[src/rtl/dnn_pkg.sv]
// dnn_pkg: shared FSM state type and sizing constants for the argmax scanner
package dnn_pkg;
    typedef enum logic [1:0] {IDLE, SCAN, HOLD} state_t;
    localparam int NUM_CLASSES_DEF = 10;
    localparam int CLASS_IDX_W = 4;
endpackage

[src/rtl/dnn_argmax_cmp.sv]
// dnn_argmax_cmp: combinational signed compare-and-update of the running best score
//   i_best/i_idx/i_tie : current best score, its index and tie flag
//   i_cand/i_cand_idx  : candidate score and its index
//   o_best/o_idx/o_tie : updated best, index and tie flag
module dnn_argmax_cmp
    import dnn_pkg::*;
#(
    parameter int DATA_WIDTH = 2,
    parameter int IDX_W = CLASS_IDX_W
) (
    input  logic signed [DATA_WIDTH-1:0] i_best,
    input  logic        [IDX_W-1:0]      i_idx,
    input  logic                         i_tie,
    input  logic signed [DATA_WIDTH-1:0] i_cand,
    input  logic        [IDX_W-1:0]      i_cand_idx,
    output logic signed [DATA_WIDTH-1:0] o_best,
    output logic        [IDX_W-1:0]      o_idx,
    output logic                         o_tie
);
    logic w_gt;
    logic w_eq;
    // Strict greater-than keeps the earlier (lower) index on equal scores.
    always_comb begin
        w_gt   = i_cand > i_best;
        w_eq   = i_cand == i_best;
        o_best = w_gt ? i_cand : i_best;
        o_idx  = w_gt ? i_cand_idx : i_idx;
        o_tie  = w_gt ? 1'b0 : (w_eq ? 1'b1 : i_tie);
    end
endmodule

[src/rtl/dnn_argmax_seq.sv]
// dnn_argmax_seq: sequential argmax over latched class scores, one class per cycle
//   clk, rst, clear        : clock, sync active-high reset, sync soft clear
//   dnn_done, dnn_out      : upstream done level and packed scores (class 0 in the LSBs)
//   res_ready / res_valid  : result handshake; res_class/res_score/res_tie held in HOLD
//   overrun                : sticky, a done edge arrived while busy
//   res_count              : accepted results, wraps
//   busy                   : high in SCAN or HOLD
module dnn_argmax_seq
    import dnn_pkg::*;
#(
    parameter int DATA_WIDTH = 2,
    parameter int NUM_CLASSES = NUM_CLASSES_DEF,
    parameter int CNT_WIDTH = 16
) (
    input  logic                                     clk,
    input  logic                                     rst,
    input  logic                                     clear,
    input  logic                                     dnn_done,
    input  logic [NUM_CLASSES-1:0][DATA_WIDTH-1:0]   dnn_out,
    input  logic                                     res_ready,
    output logic                                     res_valid,
    output logic [CLASS_IDX_W-1:0]                   res_class,
    output logic signed [DATA_WIDTH-1:0]             res_score,
    output logic                                     res_tie,
    output logic                                     overrun,
    output logic [CNT_WIDTH-1:0]                     res_count,
    output logic                                     busy
);
    state_t                               r_state;
    state_t                               w_next;
    logic [NUM_CLASSES-1:0][DATA_WIDTH-1:0] r_scores;
    logic                                 r_done_d;
    logic signed [DATA_WIDTH-1:0]         r_best;
    logic [CLASS_IDX_W-1:0]               r_idx;
    logic                                 r_tie;
    logic [CLASS_IDX_W-1:0]               r_cnt;
    logic                                 r_overrun;
    logic [CNT_WIDTH-1:0]                 r_count;
    logic                                 w_start;
    logic                                 w_accept;
    logic                                 w_last;
    logic signed [DATA_WIDTH-1:0]         w_best;
    logic [CLASS_IDX_W-1:0]               w_idx;
    logic                                 w_tie;

    dnn_argmax_cmp #(.DATA_WIDTH(DATA_WIDTH), .IDX_W(CLASS_IDX_W)) u_cmp (
        .i_best     (r_best),
        .i_idx      (r_idx),
        .i_tie      (r_tie),
        .i_cand     (r_scores[r_cnt]),
        .i_cand_idx (r_cnt),
        .o_best     (w_best),
        .o_idx      (w_idx),
        .o_tie      (w_tie)
    );

    always_comb begin
        w_start  = dnn_done && !r_done_d;
        w_accept = r_state == HOLD && res_ready;
        w_last   = r_cnt == CLASS_IDX_W'(NUM_CLASSES - 1);
        w_next   = r_state;
        if (r_state == IDLE && w_start) w_next = SCAN;
        if (r_state == SCAN && w_last) w_next = HOLD;
        if (w_accept) w_next = IDLE;
    end

    always_ff @(posedge clk) begin
        if (rst || clear) r_state <= IDLE;
        else r_state <= w_next;
    end

    // Score snapshot needs no reset: it is only read after a start reloads it.
    always_ff @(posedge clk) begin
        if (r_state == IDLE && w_start) r_scores <= dnn_out;
    end

    // History resets to 1 so a done level held through reset is not a start.
    always_ff @(posedge clk) begin
        if (rst || clear) begin
            r_done_d  <= 1'b1;
            r_best    <= '0;
            r_idx     <= '0;
            r_tie     <= 1'b0;
            r_cnt     <= '0;
            r_overrun <= 1'b0;
            r_count   <= '0;
        end else begin
            r_done_d <= dnn_done;
            if (w_start && r_state != IDLE) r_overrun <= 1'b1;
            if (r_state == IDLE && w_start) begin
                r_best <= dnn_out[0];
                r_idx  <= '0;
                r_tie  <= 1'b0;
                r_cnt  <= CLASS_IDX_W'(1);
            end
            if (r_state == SCAN) begin
                r_best <= w_best;
                r_idx  <= w_idx;
                r_tie  <= w_tie;
                r_cnt  <= r_cnt + 1'b1;
            end
            if (w_accept) r_count <= r_count + 1'b1;
        end
    end

    assign res_valid = r_state == HOLD;
    assign busy      = r_state != IDLE;
    assign res_class = r_idx;
    assign res_score = r_best;
    assign res_tie   = r_tie;
    assign overrun   = r_overrun;
    assign res_count = r_count;
endmodule

[config.mk]
export PLATFORM = sky130hd
export DESIGN_NAME = dnn_argmax_seq
export DESIGN_NICKNAME = d
export VERILOG_FILES = /design/src/rtl/dnn_pkg.sv /design/src/rtl/dnn_argmax_cmp.sv /design/src/rtl/dnn_argmax_seq.sv
export SDC_FILE = /design/constraint.sdc
export NUM_CORES = 1
export LEC_CHECK = 0
export ABC_AREA = 1
export CORE_ASPECT_RATIO = 0.8
export CORE_MARGIN = 3
export CORE_UTILIZATION = 47
export DETAILED_ROUTE_END_ITERATION = 8
export PLACE_DENSITY = 0.75
export SLEW_MARGIN = 30
export SYNTH_ARGS = -nofsm -noshare
export SYNTH_HDL_FRONTEND = slang
export SYNTH_SLANG_ARGS = --single-unit
[constraint.sdc]
create_clock -name clk -period 5.4 [get_ports clk]
set_input_delay 0.54 -clock clk [delete_from_list [all_inputs] [get_ports clk]]
set_output_delay 0.54 -clock clk [all_outputs]
set_load 0.01 [all_outputs]
[Word level (Yosys, flattened, before mapping)]
Cells that the tools add are included.
W data, S select, Z words.
Storage, ports and cells
  memory bits (writable): 0
  bits in latches: 0
  bits of input ports: 25
  logic and storage cells: 60
  output and inout port bits: 26
  bits in registers: 51
  memories kept: 0
  memory bits (read-only): 0
Operators by class
  $add $sub $neg: 2
  divide/modulo/power cells: 0
  magnitude comparators: 2
  multipliers: 0
  bitwise logic cells: 0
  shift-type cells: 0
  mux-type cells: 16
  reduce and logical (&&, ||, !) cells: 15
  eq/ne operators: 6
Operators by type and width (number)
  $mux W4: 5
  $add A16 B1 Y16 const B: 1
  $mux W2: 6
  $bmux W2 S4: 1
  $reduce_bool A2 Y1: 3
  $logic_and A1 B1 Y1: 5
  $lt A4 B5 Y1 const B: 1
  $add A4 B1 Y4 const B: 1
  $eq A4 B4 Y1 const B: 1
  $mux W1: 4
  $reduce_and A2 Y1: 2
  $ne A3 B1 Y1 const B: 1
  $reduce_or A3 Y1: 1
  $eq A2 B1 Y1 const B: 1
  $eq A2 B2 Y1: 1
  $eq A2 B2 Y1 const B: 1
  $gt A2 B2 Y1: 1
  $logic_not A2 Y1: 1
  $ne A2 B1 Y1 const B: 1
  $reduce_or A2 Y1: 1
  $logic_not A1 Y1: 1
  $logic_or A1 B1 Y1: 1

[Logic depth before layout (Yosys ltp)]
  depth in word-level cells: 6
  depth in mapped cells: 18
  gate-level depth less buffers: 17

[Hierarchy]
A second synthesis with hierarchy kept.
Unflattened totals
  cells, all modules: 294
  area total of the unflattened synthesis: 2392.3 um2
By module, submodules not included
  dnn_argmax_seq: sequential area each 1221.2 um2, cells each 264, area an instance 2233.4 um2, instances 1
  dnn_argmax_cmp: sequential area each 0.0 um2, cells each 30, area an instance 158.9 um2, instances 1

[Least setup slack after synthesis]
OpenSTA, ideal clock, no wires.
  kind: register to register
  start: reg r_cnt[0]
  end: reg r_tie, in the netlist res_tie
  library setup time: 58 ps
  setup slack: 3240 ps
  buffers on the path: 1
  arrival time: 2102 ps
  required time: 5342 ps
  cell stages (with the launch flop): 17
  cell sequence: dfxtp_1 -> inv_1 -> buf_2 -> nand2_1 -> nand2_1 -> nand2_1 -> nand3_1 -> nand3_1 -> nand2_1 -> inv_1 -> ha_1 -> inv_1 -> fa_1 -> nand3_1 -> nand2_1 -> nor2_1 -> o21a_1
Between the ends
  longest elaborated chain between the ends: 5
  elaborated cells between the ends (all ways): 8
RTL lines
  from (decl): line dnn_argmax_seq.sv:36  | logic [CLASS_IDX_W-1:0] r_cnt;
  from (signal assigned): line dnn_argmax_seq.sv:100  | r_cnt <= r_cnt + 1'b1;
  $bmux W2 S4 *: line dnn_argmax_seq.sv:50  | .i_cand (r_scores[r_cnt]),
  $mux W2 (implied by the code) *: line dnn_argmax_seq.sv:50
  $gt A2 B2 Y1 / $eq A2 B2 Y1 (equally long branches): line dnn_argmax_cmp.sv:24, dnn_argmax_cmp.sv:25
  $ne A3 B1 Y1 (no line) / $mux W1 (equally long branches)
  $reduce_and A2 Y1 (no line) / $mux W1 (equally long branches)
  to (signal assigned): line dnn_argmax_seq.sv:99  | r_tie <= w_tie;
  to (decl): line dnn_argmax_seq.sv:35  | logic r_tie;
Every way passes the cells marked *; elsewhere a longest branch is shown, timed or not. The select of a mux whose other input is x is not followed.
A chain may end at the register's enable or synchronous reset.

[Worst setup path in the final report]
  start: reg r_cnt[0]
  end: reg r_idx[3], in the netlist res_class[3]
Between the ends
  longest elaborated chain between the ends: 5
RTL lines
  $bmux W2 S4: line dnn_argmax_seq.sv:50
  $mux W2 (implied by the code): line dnn_argmax_seq.sv:50
  $gt A2 B2 Y1: line dnn_argmax_cmp.sv:24  | w_gt = i_cand > i_best;
  $ne A2 B1 Y1 (no line)
  $reduce_and A2 Y1 (no line)
  to (signal assigned): line dnn_argmax_seq.sv:98  | r_idx <= w_idx;
  to (decl): line dnn_argmax_seq.sv:34  | logic [CLASS_IDX_W-1:0] r_idx;
Every way passes these cells. The select of a mux whose other input is x is not followed.

==> metrics.txt <==
distinct cell type count after synthesis=34; worst hold path type=reg2reg; Slew @ Worst Pin=0.780 ns; n_diodes=0; worst path arrival time=3.03 ns; pre-CTS WS=2.63 ns; Synth Cell Area=2400 µm²; Die Area=6010 µm²; clock tree from TritonCTS=done; depth of the CTS H-tree=2; PortBufs=50; synthesized area per cell=8.14 µm²; crit path from=r_cnt[0]; kind of critical path=reg2reg; Worst Skew=0.00912 ns; Setup TNS Final=0 ns; gr ovfl total=0; Die X=85.9 µm; Worst Setup End Kind=flip-flop; crit path launch type=flip-flop; first-pass detailed-route iteration total=4; clock insertion delay at the later pin of the skew report=0.30 ns; CTS Root Buffer Type=clkbuf_8; via count=2,000; cell family with most CP delay=simple AND/OR/NAND/NOR gates; vias in the first global route=1,816; Clock transition at path regs=0.09 ns; Top-Level Pins=51; Crit path top cell by count=nand2_1; prevailing post-synth register cell=dfxtp_1; Post-Synthesis Cells=295; Initial Util=50.4%; number of synthesized flops with an enable pin=20; CTS Buf Count=5; Post-CTS Setup Bufs=0; worst hold start=res_class[1]; drt total wl=4.97 mm; drt wl/cell=12.2 µm; fin crit share=52.1%; Leak=1.17 nW; CP required=5.62 ns; switching power=0.000136 W; antenna violations before repair=0; share of cells above drive strength 1=5.48%; CP peak stage delay=0.65 ns; Power Dens Cells=227 nW/µm²; Rows=22; hold buffer count at CTS=0; worst vdd ir=151 µV; CTS resizes=0; Final min period=2.81 ns; drt drc=0; status=finished clean; Core ar.=4760 µm²; Nets=377; Setup WS post-layout=2.59 ns; max_cap viols=0; CP Buf/Inv Count=3; CP max stage cell=dfxtp_1; Finished Core Util=64.1%; initial DRC count=153; RSZ-0062 raised after global routing=false; post-DP HPWL=3.62 mm; first-pass GRT wire length=8.50 mm; endpoints failing setup=0; crit-path cells=inv_1 > nand2_1 > nand2_1 > nand2_1 > nand3_1 > nand3_1 > nand2_1 > inv_1 > ha_1 > inv_1 > fa_1 > nand3_1 > nand2_1 > nor2_1 > nand2_1 > o21ai_0; synth warn=0; Routability Congestion=0.853; CTS max path bufs=2; Yosys reg bits=51; asr flop ratio synth=0%; Final Hold Fails=0; post-synthesis net count=326; fraction of the yosys area taken by sequential cells=50.9%; Peak Freq=355 MHz; fin. max-slew vios=0; Syn-to-layout area delta=27.1%; Routed Antenna Nets=0; Vert. Die Dim=69.9 µm; power share of the combinational group=4.9%; sequential fraction of design power=58.3%; routed vias/inst=4.91; Worst R2R Start=r_cnt[0]; All-Layer GR Usage=17.7%; critical path fanouts, max=16; worst rel slew slack=47.8%; # clock sinks=51; cell internal pwr=0.000558 W; Clk pwr share=36.8%; Net Sw Frac=19.7%; largest net degree at the start of global routing=21
==> cell type report <==
type	instances	area (µm²)
fill	425	1710
sequential	51	1220
multi-input combinational	197	993
timing repair buffer	50	500
inverter	41	154
tap	60	75.1
clock buffer	5	68.8
clock inverter	3	38.8
==> power groups by stage <==
stage	registers (W)	clock network [W]	logic, W
after floorplan	0.000413	0	0.0000129
after global placement	0.000414	0	0.0000331
after detailed placement	0.000414	0	0.0000336
after CTS	0.000405	0.000263	0.0000341
after global routing	0.000405	0.000279	0.0000375
final	0.000405	0.000256	0.0000340
==> worst paths after layout <==
check        depth (start not counted)            to  slack, ns
min reg2reg                          2  res_class[1]       0.47
max                                 16  res_class[3]       2.59
max reg2reg                         16  res_class[3]       2.59
min                                  2  res_class[1]       0.47
==> stage by stage <==
| step | hold slack [ns] | cell area, µm² | cells | total power [W] |
|---|---|---|---|---|
| 6_report | 0.467 | 3050 | 407 | 0.000694 |
| 5_1_grt | 0.492 | 3050 | 407 | 0.000721 |
| 4_1_cts | 0.474 | 3050 | 407 | 0.000702 |
| 3_5_place_dp | 0.452 | 2940 | 399 | 0.000447 |
| 3_3_place_gp | 0.441 | 2940 | 399 | 0.000447 |
| 2_1_floorplan | 0.460 | 2400 | 295 | 0.000426 |
==> kinds of logic after synthesis <==
logic type	synth area share (%)
AND/OR/NAND/NOR	29.2
flip-flops	50.9
buffers and inverters	7.76
AO/OA/AOI/OAI	7.30
adder cells (fa/ha/maj)	3.44
XOR/XNOR	1.46
==> worst min-delay path: cells and delay by family, from the launching register on <==
kind / cells / cell delay, ns
DFF: 1 / 0.34
and+or+nand+nor: 1 / 0.05
AOI/OAI and AO/OA: 1 / 0.05
==> placed cells by master, fill, tap and decap left out, types with 3 or more instances in the layout <==
master / n
a211oi_1: 3
a21oi_1: 11
clkbuf_8: 5
clkdlybuf4s50_1: 50
dfxtp_1: 31
edfxtp_1: 20
ha_1: 5
inv_1: 39
nand2_1: 87
nand3_1: 21
nand4_1: 3
nor2_1: 29
nor2_4: 4
nor3_1: 4
o21ai_0: 10
xor2_1: 3
==> cells in the mapped netlist, drive strengths merged (3+ instances only) <==
master	instances	area, µm²
nand3	21	105
a21oi	11	55.1
nand4	4	31.3
a211oi	3	22.5
xor2	3	26.3
ha	5	62.6
inv	41	154
edfxtp	20	601
buf	4	25.0
dfxtp	31	621
nand2	89	344
o21ai	11	55.1
nor2	33	154
nor3	6	46.3
==> state kept, by name, summed over array words and instances, names as in the netlist <==
name and cells:
r_scores 20, r_state 2, res_count 16, r_cnt 4, res_class 4, res_score 2
res_tie 1, r_done_d 1, overrun 1
==> layer usage <==
layer	global-route usage [%]	share of wire (%)	vias to the layer above
li1	-	-	1042
met1	26.8	50	894
met2	24.0	41	60
met3	4.95	7.6	4
met4	5.62	0.80	0
met5	0	0	-
No activity file was read; power rests on OpenSTA's default activity.
